File: config.mk
export PLATFORM = sky130hd
export DESIGN_NAME = systolic_feeder_flat
export DESIGN_NICKNAME = d
export VERILOG_FILES = /design/src/rtl/systolic_pkg.sv /design/src/rtl/systolic_feeder_if.sv /design/src/rtl/skew_shifter.sv /design/src/rtl/systolic_feeder.sv /design/src/flat_wrapper.sv
export SDC_FILE = /design/constraint.sdc
export NUM_CORES = 1
export LEC_CHECK = 0
export BUFFER_PORTS_ARGS = -buffer_cell sky130_fd_sc_hd__clkbuf_2
export CAP_MARGIN = 40
export CORE_AREA = 2 2 478 480
export CTS_BUF_LIST = sky130_fd_sc_hd__clkbuf_4
export CTS_CLUSTER_SIZE = 8
export DETAILED_ROUTE_END_ITERATION = 10
export DIE_AREA = 0 0 480 482
export HOLD_SLACK_MARGIN = 0.08
export SLEW_MARGIN = 5
export SYNTH_ARGS = -nofsm -noshare
export SYNTH_HDL_FRONTEND = slang
export SYNTH_SLANG_ARGS = --single-unit
File: constraint.sdc
create_clock -name i_clk -period 3.07 [get_ports i_clk]
set_input_delay 0.1535 -clock i_clk [delete_from_list [all_inputs] [get_ports i_clk]]
set_output_delay 0.1535 -clock i_clk [all_outputs]
set_load 0.02 [all_outputs]
File: src/rtl/systolic_pkg.sv
// Shared sizes, matrix/stream/result types and state encodings for the
// systolic array feeder.
package systolic_pkg;

    localparam int unsigned N      = 4;
    localparam int unsigned DATA_W = 8;
    localparam int unsigned ACC_W  = 16;
    localparam int unsigned S_LEN  = 2 * N - 1;

    typedef logic [N-1:0][N-1:0][DATA_W-1:0] matrix_t;
    typedef logic [N-1:0][S_LEN-1:0][DATA_W-1:0] stream_t;
    typedef logic [N-1:0][N-1:0][ACC_W-1:0] result_t;

    typedef enum logic [2:0] {
        IDLE,
        CLEAR,
        RUN,
        CAPTURE,
        HOLD
    } state_t;

    typedef enum logic {
        SKEW_ROW,
        SKEW_COL
    } skew_t;

endpackage

File: src/rtl/systolic_feeder_if.sv
// Job (A/B in) and result (C out) handshake bundle between a host and the feeder.
interface systolic_feeder_if;
    import systolic_pkg::*;

    matrix_t i_a;
    matrix_t i_b;
    logic    i_valid;
    logic    o_ready;
    result_t o_c;
    logic    o_valid;
    logic    i_ready;

    modport master (
        output i_a, i_b, i_valid, i_ready,
        input  o_ready, o_c, o_valid
    );

    modport slave (
        input  i_a, i_b, i_valid, i_ready,
        output o_ready, o_c, o_valid
    );

endinterface

File: src/rtl/skew_shifter.sv
// Loads one matrix as N diagonally skewed streams (row or column flavour)
// and shifts every stream one element toward index 0 when enabled.
module skew_shifter
    import systolic_pkg::*;
#(
    parameter skew_t SKEW = SKEW_ROW
) (
    input  logic    clk,
    input  logic    rst,
    input  logic    load,
    input  logic    shift,
    input  matrix_t mat,
    output stream_t streams
);

    stream_t skewed;

    for (genvar i = 0; i < N; i++) begin : g_lane
        // Lane i carries its data delayed by i slots; slots outside the window are zero.
        for (genvar k = 0; k < S_LEN; k++) begin : g_elem
            if (k >= i && k - i < N) begin : g_data
                if (SKEW == SKEW_ROW) begin : g_row
                    assign skewed[i][k] = mat[i][k - i];
                end else begin : g_col
                    assign skewed[i][k] = mat[k - i][i];
                end
            end else begin : g_zero
                assign skewed[i][k] = '0;
            end
        end

        always_ff @(posedge clk) begin
            if (rst) begin
                streams[i] <= '0;
            end else if (load) begin
                streams[i] <= skewed[i];
            end else if (shift) begin
                streams[i] <= streams[i] >> DATA_W;
            end
        end
    end

endmodule

File: src/rtl/systolic_feeder.sv
// Sequencer for the 4x4 systolic array: accepts A/B, streams skewed data,
// pulses the array clear, runs it, then captures and holds the result.
module systolic_feeder
    import systolic_pkg::*;
#(
    parameter int unsigned DRAIN = N
) (
    input  logic             i_clk,
    input  logic             i_srst,
    systolic_feeder_if.slave bus,
    output stream_t          o_row,
    output stream_t          o_col,
    output logic             o_doProcess,
    output logic             o_arrayRst,
    input  result_t          i_c
);

    localparam int unsigned      RUN_CYCLES = S_LEN + DRAIN;
    localparam int unsigned      CNT_W      = $clog2(RUN_CYCLES + 1);
    localparam logic [CNT_W-1:0] LAST_RUN   = CNT_W'(RUN_CYCLES - 1);

    state_t           state;
    state_t           state_n;
    logic [CNT_W-1:0] count;
    logic             load;
    logic             shift;
    logic             ready_q;
    logic             valid_q;
    logic             do_process_q;
    logic             array_rst_q;
    result_t          c_q;

    assign shift = (state == RUN);

    skew_shifter #(.SKEW(SKEW_ROW)) u_row (
        .clk     (i_clk),
        .rst     (i_srst),
        .load    (load),
        .shift   (shift),
        .mat     (bus.i_a),
        .streams (o_row)
    );

    skew_shifter #(.SKEW(SKEW_COL)) u_col (
        .clk     (i_clk),
        .rst     (i_srst),
        .load    (load),
        .shift   (shift),
        .mat     (bus.i_b),
        .streams (o_col)
    );

    always_comb begin
        state_n = state;
        load    = 1'b0;
        case (state)
            IDLE: begin
                if (bus.i_valid && ready_q) begin
                    state_n = CLEAR;
                    load    = 1'b1;
                end
            end
            CLEAR:   state_n = RUN;
            RUN:     if (count == LAST_RUN) state_n = CAPTURE;
            CAPTURE: state_n = HOLD;
            HOLD:    if (bus.i_ready) state_n = IDLE;
            default: state_n = IDLE;
        endcase
    end

    // Handshake and array controls are flops fed by the next state, so they
    // line up with the state they belong to and never glitch from i_valid.
    always_ff @(posedge i_clk) begin
        if (i_srst) begin
            state        <= IDLE;
            count        <= '0;
            ready_q      <= 1'b1;
            valid_q      <= 1'b0;
            do_process_q <= 1'b0;
            array_rst_q  <= 1'b0;
            c_q          <= '0;
        end else begin
            state        <= state_n;
            count        <= (state == RUN) ? count + CNT_W'(1) : '0;
            ready_q      <= (state_n == IDLE);
            valid_q      <= (state_n == HOLD);
            do_process_q <= (state_n == RUN);
            array_rst_q  <= (state_n == CLEAR);
            if (state == CAPTURE) begin
                c_q <= i_c;
            end
        end
    end

    assign bus.o_ready = ready_q;
    assign bus.o_valid = valid_q;
    assign bus.o_c     = c_q;
    assign o_doProcess = do_process_q;
    assign o_arrayRst  = array_rst_q;

endmodule
File: src/flat_wrapper.sv
// flat-port wrapper written by rule: the top's interface ports become plain ports
module systolic_feeder_flat import systolic_pkg::*;
#(
    parameter int unsigned DRAIN = N
)
  (i_clk, i_srst, o_row, o_col, o_doProcess, o_arrayRst, i_c, bus_i_a, bus_i_b, bus_i_valid, bus_i_ready, bus_o_ready, bus_o_c, bus_o_valid);
  systolic_feeder_if bus_i ();
  input  logic i_clk;
  input  logic i_srst;
  output stream_t o_row;
  output stream_t o_col;
  output logic o_doProcess;
  output logic o_arrayRst;
  input  result_t i_c;
  input wire logic [$bits(bus_i.i_a)-1:0] bus_i_a;
  input wire logic [$bits(bus_i.i_b)-1:0] bus_i_b;
  input wire logic [$bits(bus_i.i_valid)-1:0] bus_i_valid;
  input wire logic [$bits(bus_i.i_ready)-1:0] bus_i_ready;
  output wire logic [$bits(bus_i.o_ready)-1:0] bus_o_ready;
  output wire logic [$bits(bus_i.o_c)-1:0] bus_o_c;
  output wire logic [$bits(bus_i.o_valid)-1:0] bus_o_valid;
  assign bus_i.i_a = bus_i_a;
  assign bus_i.i_b = bus_i_b;
  assign bus_i.i_valid = bus_i_valid;
  assign bus_i.i_ready = bus_i_ready;
  assign bus_o_ready = bus_i.o_ready;
  assign bus_o_c = bus_i.o_c;
  assign bus_o_valid = bus_i.o_valid;
  systolic_feeder #(.DRAIN(DRAIN)) u_core (.i_clk(i_clk), .i_srst(i_srst), .bus(bus_i), .o_row(o_row), .o_col(o_col), .o_doProcess(o_doProcess), .o_arrayRst(o_arrayRst), .i_c(i_c));
endmodule
==> results of run 1 <==
[synth_stat cells (2+ instances only)]
| cell | n | area share [%] |
|---|---|---|
| a21oi_1 | 419 | 8.3 |
| ha_1 | 2 | 0.10 |
| buf_2 | 137 | 2.7 |
| inv_1 | 2 | 0.030 |
| a311oi_1 | 92 | 3.2 |
| buf_6 | 22 | 0.99 |
| buf_4 | 122 | 3.6 |
| xnor2_1 | 2 | 0.070 |
| clkbuf_1 | 103 | 1.5 |
| o211ai_1 | 64 | 1.9 |
| nand3_1 | 65 | 1.3 |
| a311oi_2 | 100 | 6.0 |
| dfxtp_1 | 619 | 49 |
| buf_1 | 5 | 0.075 |
| nor3_1 | 197 | 3.9 |
| nand2_1 | 1089 | 16 |
[through the flow]
step                      setup slack (ps)  area, um2
after floorplan                       1550      25500
after global placement                 775      33700
after detailed placement               779      33700
[logic make-up after synthesis]
kind of cell	Yosys count	synth area share (%)
flops	619	49.3
compound gates	679	19.6
fa+ha+maj	2	0.0996
buf+inv	391	9.00
other cells	1	0.0149
simple gates	1361	21.9
xor+xnor	3	0.105
==> impl_results.md, run 1 <==
- Ys flop type: dfxtp_1
- Error msg: [ERROR RSZ-0060] Max buffer count reached.
- #FFs+latches synth: 619
- Die Y: 482 um
- Synth cell types: 32
- Initial core utilization: 11.1%
- Num CTS Buffers: between 150 and 200
- H-tree Lvls: 4
- Num rows: 175
- Number of clock sinks: 619
- Sequential area share after synthesis: 49.3%
- Status: aborted with a tool error
- # port buffers: 1127
- Top-level I/O count: 1224
- CTS max path bufs: 3
- Netlist Area Pre-Place: 25100 um2
- Ys async rst share: 0%
- DP Cell Count: 6985
- Syn_area_per_cell: 8.22 um2
- CTS Root Cell: clkbuf_4
- Last stage: 4_1_cts
- GP Congestion: 0.941
- Hold buffer count at CTS: around 1500
- Synth warn: 0
- CTS resizes: 0
- Post-synth EDFFs: 0
- Postcts setup bufs: 0
- Mapped Cells: between 3000 and 4000
- Die span in x: 480 um
- Hpwl dp: 123 mm
==> run 2: changes to the inputs <==
Settings changed: CORE_AREA 2 2 478 480 to 2 2 470 472, CTS_BUF_LIST sky130_fd_sc_hd__clkbuf_4 to default, CTS_CLUSTER_SIZE 8 to default, DIE_AREA 0 0 480 482 to 0 0 472 474, HOLD_SLACK_MARGIN 0.08 to default, PLACE_DENSITY_LB_ADDON from default to 0.15.
==> run 2 against run 1 <==
Effect of this change: the flow now finishes without violations; synthesized area stayed put; synthesized cell count stayed put.
==> impl_results.md, run 2 <==
- Num rows: 172 (was 175)
- Vias in the first global route: 28413
- DRT antenna net count: 0
- CP Class: reg -> reg
- Max-slew violation count: 0
- Hold buffer count at CTS: 541 (was 1461)
- CP Cell Sequence: nand4bb_4 > buf_4 > o211ai_1 > a21oi_1 > dlygate4sd3_1
- Number of clock sinks: 619 (unchanged)
- H-tree Lvls: 3 (was 4)
- Die span in x: 472 um (was 480 um)
- Largest register FFs: 256
- Crit path largest cell delay: 620 ps
- Gr ovfl total: 0
- Synth cell types: 32 (unchanged)
- Max cap viols: 0
- Synth area leader: dfxtp_1 (unchanged)
- Fin Setup TNS: 0 ps
- Worst EP required: about 3700 ps
- CP top delay family: buffers and inverters
- Top-count cell post-synth: nand2_1 (unchanged)
- Crit path launch: u_core.state[0]
- Leak: between 15 and 20 nW
- Critical path fanouts, max: 19
- Tot GR Track Use: 13.7%
- Pre-antenna DRT Iters: 5
- DP Cell Count: 6845 (was 6985)
- Pwr Density: between 500 and 600 nW/um2
- Largest net degree at the start of global routing: 110
- Initial core utilization: 11.5% (was 11.1%)
- Hpwl dp: 120 mm (was 123 mm)
- First-pass GRT wire length: 222 mm
- Num CTS Buffers: 88 (was 181)
- Postcts setup bufs: 0 (unchanged)
- CTS resizes: 0 (unchanged)
- Worst Tran Pin Value: 724 ps
- Netlist Area Pre-Place: 25100 um2 (unchanged)
- Routed wire length per instance: 21.3 um
- Worst hold slack: between 200 and 250 ps
- Buffer and inverter count on the worst path: 2
- Mapped Cells: 3056 (unchanged)
- CTS tree: built
- Slew HR: 51.7%
- Top-level I/O count: 1224 (unchanged)
- Total Die Area: around 220000 um2
- Synth warn: 0 (unchanged)
- HP Class: in -> reg
- Clock-pin slew on the worst setup and hold paths: approximately 60 ps
- Final worst path period need: 2460 ps
- Top cell type's share of synthesized area: 49.3% (unchanged)
- Total Power: about 25 mW
- Fin cells: 7545
- # setup viols final: 0
- Worst setup EP type: register
- #FFs+latches synth: 619 (unchanged)
- Drt drc: 0
- Nets: 5123
- Hold_sp: i_c[147]
- Initial drt markers: 1177
- Ys flop type: dfxtp_1 (unchanged)
- Dpl ws: 752 ps (was 779 ps)
- Largest cells by area after synthesis: dfxtp_1 (49%), nand2_1 (16%), a21oi_1 (8.3%), a311oi_2 (6.0%), nor3_1 (3.9%) (unchanged)
- Tcrit/Tclk final: 80.3%
- Initial antenna violation count: 24
- GP Congestion: 0.792 (was 0.941)
- Via/cell ratio: 3.70
- Arrival @ worst endpoint: ~3100 ps
- Hold Fails Final Rpt: 0
- Status: completed (was aborted with a tool error)
- Final Cell Area: 41900 um2
- Clock skew: 34.0 ps
- Top post-synthesis cells by count: nand2_1 (1089), dfxtp_1 (619), a21oi_1 (419) (unchanged)
- RSZ-0062 raised after global routing: false
- Ys async rst share: 0% (unchanged)
- Fmax: roughly 410 MHz
- Worst-skew pair later-pin latency: 720 ps
- Synthesis-to-finish area growth: 66.6%
- Core Area: ~220000 um2
- CP max-delay cell: nand4bb_4
- Setup ws final: around 600 ps
- Critical path startpoint category: register
- Maximum vdd drop: 364 uV
- Critical R2R Launch: u_core.state[0]
- Syn_area_per_cell: 8.22 um2 (unchanged)
- Finished Core Util: 19.1%
- Fill count: 24824
- Post-synth EDFFs: 0 (unchanged)
- Commonest cells after routing, fill and taps aside: clkbuf_2 (1126), nand2_1 (1089), dfxtp_1 (618), dlygate4sd3_1 (541), a21oi_1 (419)
- # port buffers: 1127 (unchanged)
- CTS max path bufs: 3 (unchanged)
- Sequential area share after synthesis: 49.3% (unchanged)
- Vias: around 28000
- Placed Area: 33500 um2 (was 33700 um2)
- Final WL: 161 mm
- Layout cells sized above 1: 31.2%
- CTS Root Cell: clkbuf_16 (was clkbuf_4)
- Most common cell after layout, fill and taps aside: clkbuf_2
- Die Y: 474 um (was 482 um)
run 2: cell counts after synthesis:
No cell type changed its count.
run 2: worst paths after layout:
check | to | slack (ps) | cells after the start
worst min register to register | u_core.bus.o_c[0] | 450 | 2
worst min-delay path | u_core.bus.o_c[147] | 210 | 4
worst max register to register | u_core.u_col.streams[222] | 610 | 5
worst max-delay path | u_core.u_col.streams[222] | 610 | 5
run 2: cell type report:
| type | instances | area [um2] | share of cell area (%) |
|---|---|---|---|
| clock inverters | 20 | 248 | 0.592 |
| diodes | 8 | 20.0 | 0.0478 |
| multi-input cells | 2141 | 10900 | 26.0 |
| clock buffers | 131 | 2620 | 6.27 |
| well taps | 2871 | 3590 | 8.58 |
| inverters | 2 | 10.0 | 0.0239 |
| repair buffers | 1753 | 12100 | 28.9 |
| flip-flops and latches | 619 | 12400 | 29.6 |
run 2: tightest hold or removal path, delay by kind of cell:
kind	cells	cell delay, ps
AND/OR/NAND/NOR	1	50
AO/OA/AOI/OAI	1	50
buffers and inverters	2	630
run 2: logic make-up (layout without fill, tap and decap cells):
family,after synthesis,count (layout),share of synthesized area [%]
AOI/OAI and AO/OA,679,679,19.6
xor gates and xnor gates,3,3,0.105
adders and majority gates,2,2,0.0996
buffers and inverters,391,1906,9.00
DFF,619,619,49.3
other,1,104,0.0149
and+or+nand+nor,1361,1361,21.9
run 2: layer usage:
| metal | GRT usage [%] | wire length (um) | up-vias |
|---|---|---|---|
| met5 | 0 | 13 | - |
| met4 | 4.76 | 4780 | 2 |
| met3 | 4.84 | 13800 | 207 |
| met2 | 23.7 | 78700 | 1031 |
| met1 | 15.6 | 63700 | 13305 |
| li1 | - | - | 13358 |
run 2: power breakdown:
part / internal [mW] / switching, mW / leakage (nW) / total (mW)
logic: 1.80 / 3.21 / 10.1 / 5.01
clock network: 6.13 / 4.30 / 1.41 / 10.4
registers: 8.60 / 0.645 / 5.04 / 9.24
total: 16.5 / 8.15 / 16.5 / 24.7
No activity file was read; power rests on OpenSTA's default activity.
==> run 3: changes to the inputs <==
Clock period 3.07 ns to 2.1 ns, I/O delays scaled along.
==> run 3 against run 2 <==
Effect of this change: setup slack got worse by 510 ps; wire length fell by 0.69%; combinational power rose by 49%; cell count rose by 0.25%; largest power group unchanged; die area did not move; non-clock buffer count rose by 14; register-to-register slack got worse by 510 ps; fmax rose by 23%; worst hold slack got worse by 46 ps; via count barely moved.
==> impl_results.md, run 3 (same netlist as run 2, synthesis figures left out) <==
- Status: completed (unchanged)
- Clock-pin slew on the worst setup and hold paths: 60 ps (about the same)
- Buffer and inverter count on the worst path: 4 (was 2)
- Initial core utilization: 11.5% (unchanged)
- CTS tree: built (unchanged)
- Die Y: 474 um (unchanged)
- Fmax: 499 MHz (was 406 MHz)
- Worst-skew pair later-pin latency: 700 ps (was 720 ps)
- GP Congestion: 0.832 (was 0.792)
- Hold path cells: 5 (was 4)
- Fill count: 24835 (was 24824)
- Levels on crit path: 7 (was 5)
- Gr ovfl total: 0 (unchanged)
- Final worst path period need: 2000 ps (was 2460 ps)
- Commonest cells after routing, fill and taps aside: clkbuf_2 (1126), nand2_1 (1089), dfxtp_1 (617), dlygate4sd3_1 (516), a21oi_1 (419) (was clkbuf_2 (1126), nand2_1 (1089), dfxtp_1 (618), dlygate4sd3_1 (541), a21oi_1 (419))
- Hpwl dp: 122 mm (was 120 mm)
- Final WL: 160 mm (was 161 mm)
- Critical path startpoint category: register (unchanged)
- Pwr Density: 855 nW/um2 (was 590 nW/um2)
- RSZ-0062 raised after global routing: true (was false)
- Synthesis-to-finish area growth: 67.4% (was 66.6%)
- Finished Core Util: 19.2% (was 19.1%)
- Max-slew violation count: 0 (unchanged)
- CTS max path bufs: 3 (unchanged)
- Leak: 16.6 nW (was 16.5 nW)
- Largest register FFs: 256 (unchanged)
- Routed wire length per instance: 21.1 um (was 21.3 um)
- Tcrit/Tclk final: 95.4% (was 80.3%)
- Top-level I/O count: 1224 (unchanged)
- DRT antenna net count: 0 (unchanged)
- CP top delay family: buffers and inverters (unchanged)
- DP Cell Count: 6885 (was 6845)
- Initial drt markers: 1460 (was 1177)
- Vias: 27884 (was 27903)
- Total Die Area: 224000 um2 (unchanged)
- CTS Root Cell: clkbuf_16 (unchanged)
- Maximum vdd drop: 577 uV (was 364 uV)
- Arrival @ worst endpoint: 2650 ps (was 3060 ps)
- Drt drc: 0 (unchanged)
- Worst Tran Pin Value: 639 ps (was 724 ps)
- CP Class: reg -> reg (unchanged)
- # setup viols final: 0 (unchanged)
- Most common cell after layout, fill and taps aside: clkbuf_2 (unchanged)
- Fin cells: 7564 (was 7545)
- CP max-delay cell: dlygate4sd3_1 (was nand4bb_4)
- Number of clock sinks: 619 (unchanged)
- Pre-antenna DRT Iters: 5 (unchanged)
- Crit path largest cell delay: 560 ps (was 620 ps)
- Initial antenna violation count: 25 (was 24)
- Layout cells sized above 1: 31.7% (was 31.2%)
- Clock skew: 29.4 ps (was 34.0 ps)
- Worst EP required: 2740 ps (was 3660 ps)
- Tot GR Track Use: 13.6% (was 13.7%)
- Hold Fails Final Rpt: 0 (unchanged)
- Slew HR: 57.4% (was 51.7%)
- Nets: 5136 (was 5123)
- Core Area: 219000 um2 (unchanged)
- Max cap viols: 0 (unchanged)
- Largest net degree at the start of global routing: 95 (was 110)
- H-tree Lvls: 3 (unchanged)
- Die span in x: 472 um (unchanged)
- HP Class: in -> reg (unchanged)
- First-pass GRT wire length: 221 mm (was 222 mm)
- Via/cell ratio: 3.69 (was 3.70)
- # port buffers: 1127 (unchanged)
- Worst setup EP type: register (unchanged)
- Num CTS Buffers: 87 (was 88)
- Num rows: 172 (unchanged)
- Path depth of the worst reg2reg path: 7 (was 5)
- Dpl ws: 285 ps (was 752 ps)
- Vias in the first global route: 28491 (was 28413)
- CP Cell Sequence: buf_4 > nand3b_1 > buf_12 > buf_16 > nand2_1 > a21oi_1 > dlygate4sd3_1 (was nand4bb_4 > buf_4 > o211ai_1 > a21oi_1 > dlygate4sd3_1)
- Setup ws final: 96.4 ps (was 605 ps)
- Critical path fanouts, max: 48 (was 19)
==> run 3: cell count changes in the layout (fill, tap and decap cells not counted), moves of 3 or more <==
| cell | delta |
|---|---|
| buf_12 | +17 |
| buf_4 | +21 |
| clkbuf_1 | +14 |
| clkbuf_8 | -10 |
| clkinv_8 | -3 |
| dlygate4sd3_1 | -25 |
==> run 3: final timing paths <==
| path | startpoint | to | slack (ps) |
|---|---|---|---|
| worst min register to register | u_core.bus.o_c[247] | u_core.bus.o_c[247] | 450 |
| worst max-delay path | u_core.state[0] | u_core.bus.o_c[73] | 100 |
| worst min-delay path | bus_i_valid | u_core.u_col.streams[153] | 160 |
| worst max register to register | u_core.state[0] | u_core.bus.o_c[73] | 100 |
==> run 3: area by class of cell <==
type	instances	area, um2	area share [%]
diodes	10	25.0	0.0595
clock buffers	136	2560	6.09
clock inverters	18	236	0.562
inverters	2	10.0	0.0238
multi-input cells	2141	10900	25.9
flip-flops and latches	619	12400	29.5
well taps	2871	3590	8.54
repair buffers	1767	12400	29.4
==> run 3: tightest hold or removal path, delay by kind of cell <==
| kind | cells | cell delay, ps |
|---|---|---|
| buf+inv | 2 | 320 |
| compound gates | 2 | 230 |
| simple gates | 1 | 140 |
==> run 3: timing repair <==
| item | in CTS | in global routing |
|---|---|---|
| buffers inserted | 0 | 0 |
| hold endpoints to repair | 519 | 0 |
| hold buffers | 516 | 0 |
| gates resized for setup | 0 | 2 |
| setup endpoints to repair | 0 | 2 |
==> run 3: routing by layer <==
layer	vias to the layer above	track usage [%]	routed length [um]
met2	1006	23.7	78200
met4	0	4.11	4850
met1	13269	15.3	62700
met3	191	5.35	14000
li1	13418	-	-
met5	-	0	0
==> run 3: report_power, final <==
| part | switching [mW] | internal, mW | total (mW) |
|---|---|---|---|
| Clock | 6.25 | 8.75 | 15.0 |
| Sequential | 0.914 | 12.6 | 13.5 |
| Combinational | 4.71 | 2.77 | 7.48 |
==> run 3: stage by stage <==
step	hold slack, ps	setup TNS (ps)	power [mW]	area (um2)
after global placement	328	0	20.6	34100
after CTS	68.0	0	36.9	42000
after detailed placement	331	0	20.6	34100
after floorplan	241	0	17.2	25500
after global routing	103	-14.9	37.8	42100
final	161	0	36.0	42100
==> run 4: changes to the inputs <==
Clock period 2.1 ns to 1.79 ns, I/O delays scaled along.
==> run 4 against run 3 <==
Effect of this change: cell count is 0.58% higher; fmax is 13% higher; largest cell class is now buffers; wire length is 1.4% higher; sequential power increased by 17%; clock skew shrank 0.75 ps; critical endpoint is now u_core.u_row.streams[143]; sequential share of layout area is 0.63 points lower; setup slack got worse by 87 ps; via count grew 1.1%; first-iteration DRC count fell by 17%; clock power increased by 23%.
==> impl_results.md, run 4 (same netlist as run 2, synthesis figures left out) <==
- Status: completed (unchanged)
- Pre-antenna DRT Iters: 5 (unchanged)
- Routed wire length per instance: 21.3 um (was 21.1 um)
- CTS tree: built (unchanged)
- RSZ-0062 raised after global routing: true (unchanged)
- Num rows: 172 (unchanged)
- CTS Root Cell: clkbuf_16 (unchanged)
- CTS max path bufs: 3 (unchanged)
- GP Congestion: 0.810 (was 0.832)
- Most common cell after layout, fill and taps aside: clkbuf_2 (unchanged)
- Dpl ws: -190 ps (was 285 ps)
- # setup viols final: 0 (unchanged)
- Vias in the first global route: 28684 (was 28491)
- # port buffers: 1127 (unchanged)
- Commonest cells after routing, fill and taps aside: clkbuf_2 (1125), nand2_1 (1085), dfxtp_1 (608), dlygate4sd3_1 (514), a21oi_1 (419) (was clkbuf_2 (1126), nand2_1 (1089), dfxtp_1 (617), dlygate4sd3_1 (516), a21oi_1 (419))
- CP Class: reg -> reg (unchanged)
- Die span in x: 472 um (unchanged)
- Initial antenna violation count: 20 (was 25)
- Worst hold slack: 146 ps (was 161 ps)
- Synthesis-to-finish area growth: 71.2% (was 67.4%)
- Largest net degree at the start of global routing: 157 (was 95)
- First-pass GRT wire length: 223 mm (was 221 mm)
- Critical R2R Launch: u_core.state[0] (unchanged)
- Pwr Density: 1010 nW/um2 (was 855 nW/um2)
- Max cap viols: 0 (unchanged)
- Crit path launch: u_core.state[0] (unchanged)
- Worst EP required: 2380 ps (was 2740 ps)
- Core Area: 219000 um2 (unchanged)
- Total Die Area: 224000 um2 (unchanged)
- Tcrit/Tclk final: 99.5% (was 95.4%)
- Worst setup EP type: register (unchanged)
- Hold Fails Final Rpt: 0 (unchanged)
- Total Power: 43.5 mW (was 36.0 mW)
- HP Class: in -> reg (unchanged)
- Clock-pin slew on the worst setup and hold paths: 60 ps (about the same)
- Via/cell ratio: 3.71 (was 3.69)
- Largest register FFs: 256 (unchanged)
- Initial core utilization: 11.5% (unchanged)
- Clock skew: 28.7 ps (was 29.4 ps)
- Fill count: 24699 (was 24835)
- Finished Core Util: 19.7% (was 19.2%)
- Hpwl dp: 123 mm (was 122 mm)
- Setup ws final: 9.26 ps (was 96.4 ps)
- Drt drc: 0 (unchanged)
- Path depth of the worst reg2reg path: 6 (was 7)
- Num CTS Buffers: 86 (was 87)
- GR Util met1: 16.0% (was 15.3%)
- Nets: 5182 (was 5136)
- Tot GR Track Use: 13.7% (was 13.6%)
- Slew HR: 64.3% (was 57.4%)
- Arrival @ worst endpoint: 2370 ps (was 2650 ps)
- Worst-skew pair later-pin latency: 740 ps (was 700 ps)
- Maximum vdd drop: 677 uV (was 577 uV)
- Critical path fanouts, max: 36 (was 48)
- Worst setup path end: u_core.u_row.streams[143] (was u_core.bus.o_c[73])
- Initial drt markers: 1206 (was 1460)
- Die Y: 474 um (unchanged)
- Reg2Reg Setup Slack: 9 ps (was 100 ps)
- Vias: 28188 (was 27884)
- Layout cells sized above 1: 33.4% (was 31.7%)
- Top-level I/O count: 1224 (unchanged)
- Worst R2R End: u_core.u_row.streams[143] (was u_core.bus.o_c[73])
- Global-route layer with the greatest usage: met2 (unchanged)
- Fmax: 562 MHz (was 499 MHz)
- GRT met2 Usage: 23.9% (was 23.7%)
- Leak: 17.0 nW (was 16.6 nW)
- Critical path startpoint category: register (unchanged)
- DRT antenna net count: 0 (unchanged)
- Final worst path period need: 1780 ps (was 2000 ps)
- Worst Tran Pin Value: 531 ps (was 639 ps)
- Gr ovfl total: 0 (unchanged)
- Max-slew violation count: 0 (unchanged)
- Hold path cells: 4 (was 5)
- H-tree Lvls: 3 (unchanged)
- Number of clock sinks: 619 (unchanged)
- Met3 Use GR: 4.49% (was 5.35%)
- Final WL: 162 mm (was 160 mm)
## run 4: changes by cell type in the layout (fill, tap and decap cells not counted), sizes merged
cell,before,now
clkinv,9,19
clkinvlp,2,4
clkbuf,1262,1253
bufinv,3,6
buf,125,169
dlygate4sd3,516,514
diode,10,6
## run 4: report_power, final
| group | switching, mW | internal, mW | leakage [nW] | total (mW) |
|---|---|---|---|---|
| sequential | 1.10 | 14.7 | 5.04 | 15.8 |
| clock | 7.59 | 10.9 | 1.48 | 18.5 |
| combinational | 5.69 | 3.53 | 10.5 | 9.22 |
## run 4: through the flow
step | setup TNS [ps] | instances | area [um2]
detailed placement | -461 | 6922 | 34500
finish | 0 | 7608 | 43000
global placement | -661 | 6922 | 34500
CTS | 0 | 7593 | 42700
global route | -1350 | 7606 | 43000
floorplan | 0 | 3151 | 25500
## run 4: layout make-up
cell class | count | area, um2 | share of cell area (%)
antenna | 6 | 15.0 | 0.0349
clock buffer | 122 | 2560 | 5.94
clock inverter | 33 | 442 | 1.03
inverter | 2 | 10.0 | 0.0233
multi-input combinational | 2141 | 11000 | 25.5
sequential | 619 | 12400 | 28.8
tap | 2871 | 3590 | 8.35
timing repair buffer | 1814 | 13000 | 30.3
## run 4: what timing repair did
| action | in CTS | in global routing |
|---|---|---|
| gates resized for setup | 14 | 33 |
| gates cloned | 0 | 5 |
| setup endpoints to repair | 44 | 133 |
| pin swaps | 0 | 8 |
| endpoints found under the hold margin | 520 | 0 |
| hold buffers | 514 | 0 |
| buffers inserted | 2 | 4 |
## run 4: metal layers
| metal | vias to the layer above | wire length, um |
|---|---|---|
| li1 | 13514 | - |
| met1 | 13565 | 66200 |
| met2 | 951 | 79700 |
| met3 | 156 | 12600 |
| met4 | 2 | 3530 |
| met5 | - | 13 |
## run 4: worst min-delay path by stage
stage                                endpoint  startpoint
after floorplan           u_core.bus.o_c[111]    i_c[111]
after global placement    u_core.bus.o_c[157]    i_c[157]
after detailed placement  u_core.bus.o_c[124]    i_c[124]
after CTS                  u_core.bus.o_c[13]     i_c[13]
after global routing      u_core.bus.o_c[243]    i_c[243]
final                     u_core.bus.o_c[251]    i_c[251]
## run 4: critical path, stage by stage (launching register included)
cell	delay, ps
dfxtp_2	320
buf_4	140
or3b_4	480
buf_12	190
buf_12	230
nand2_1	110
a311oi_2	80
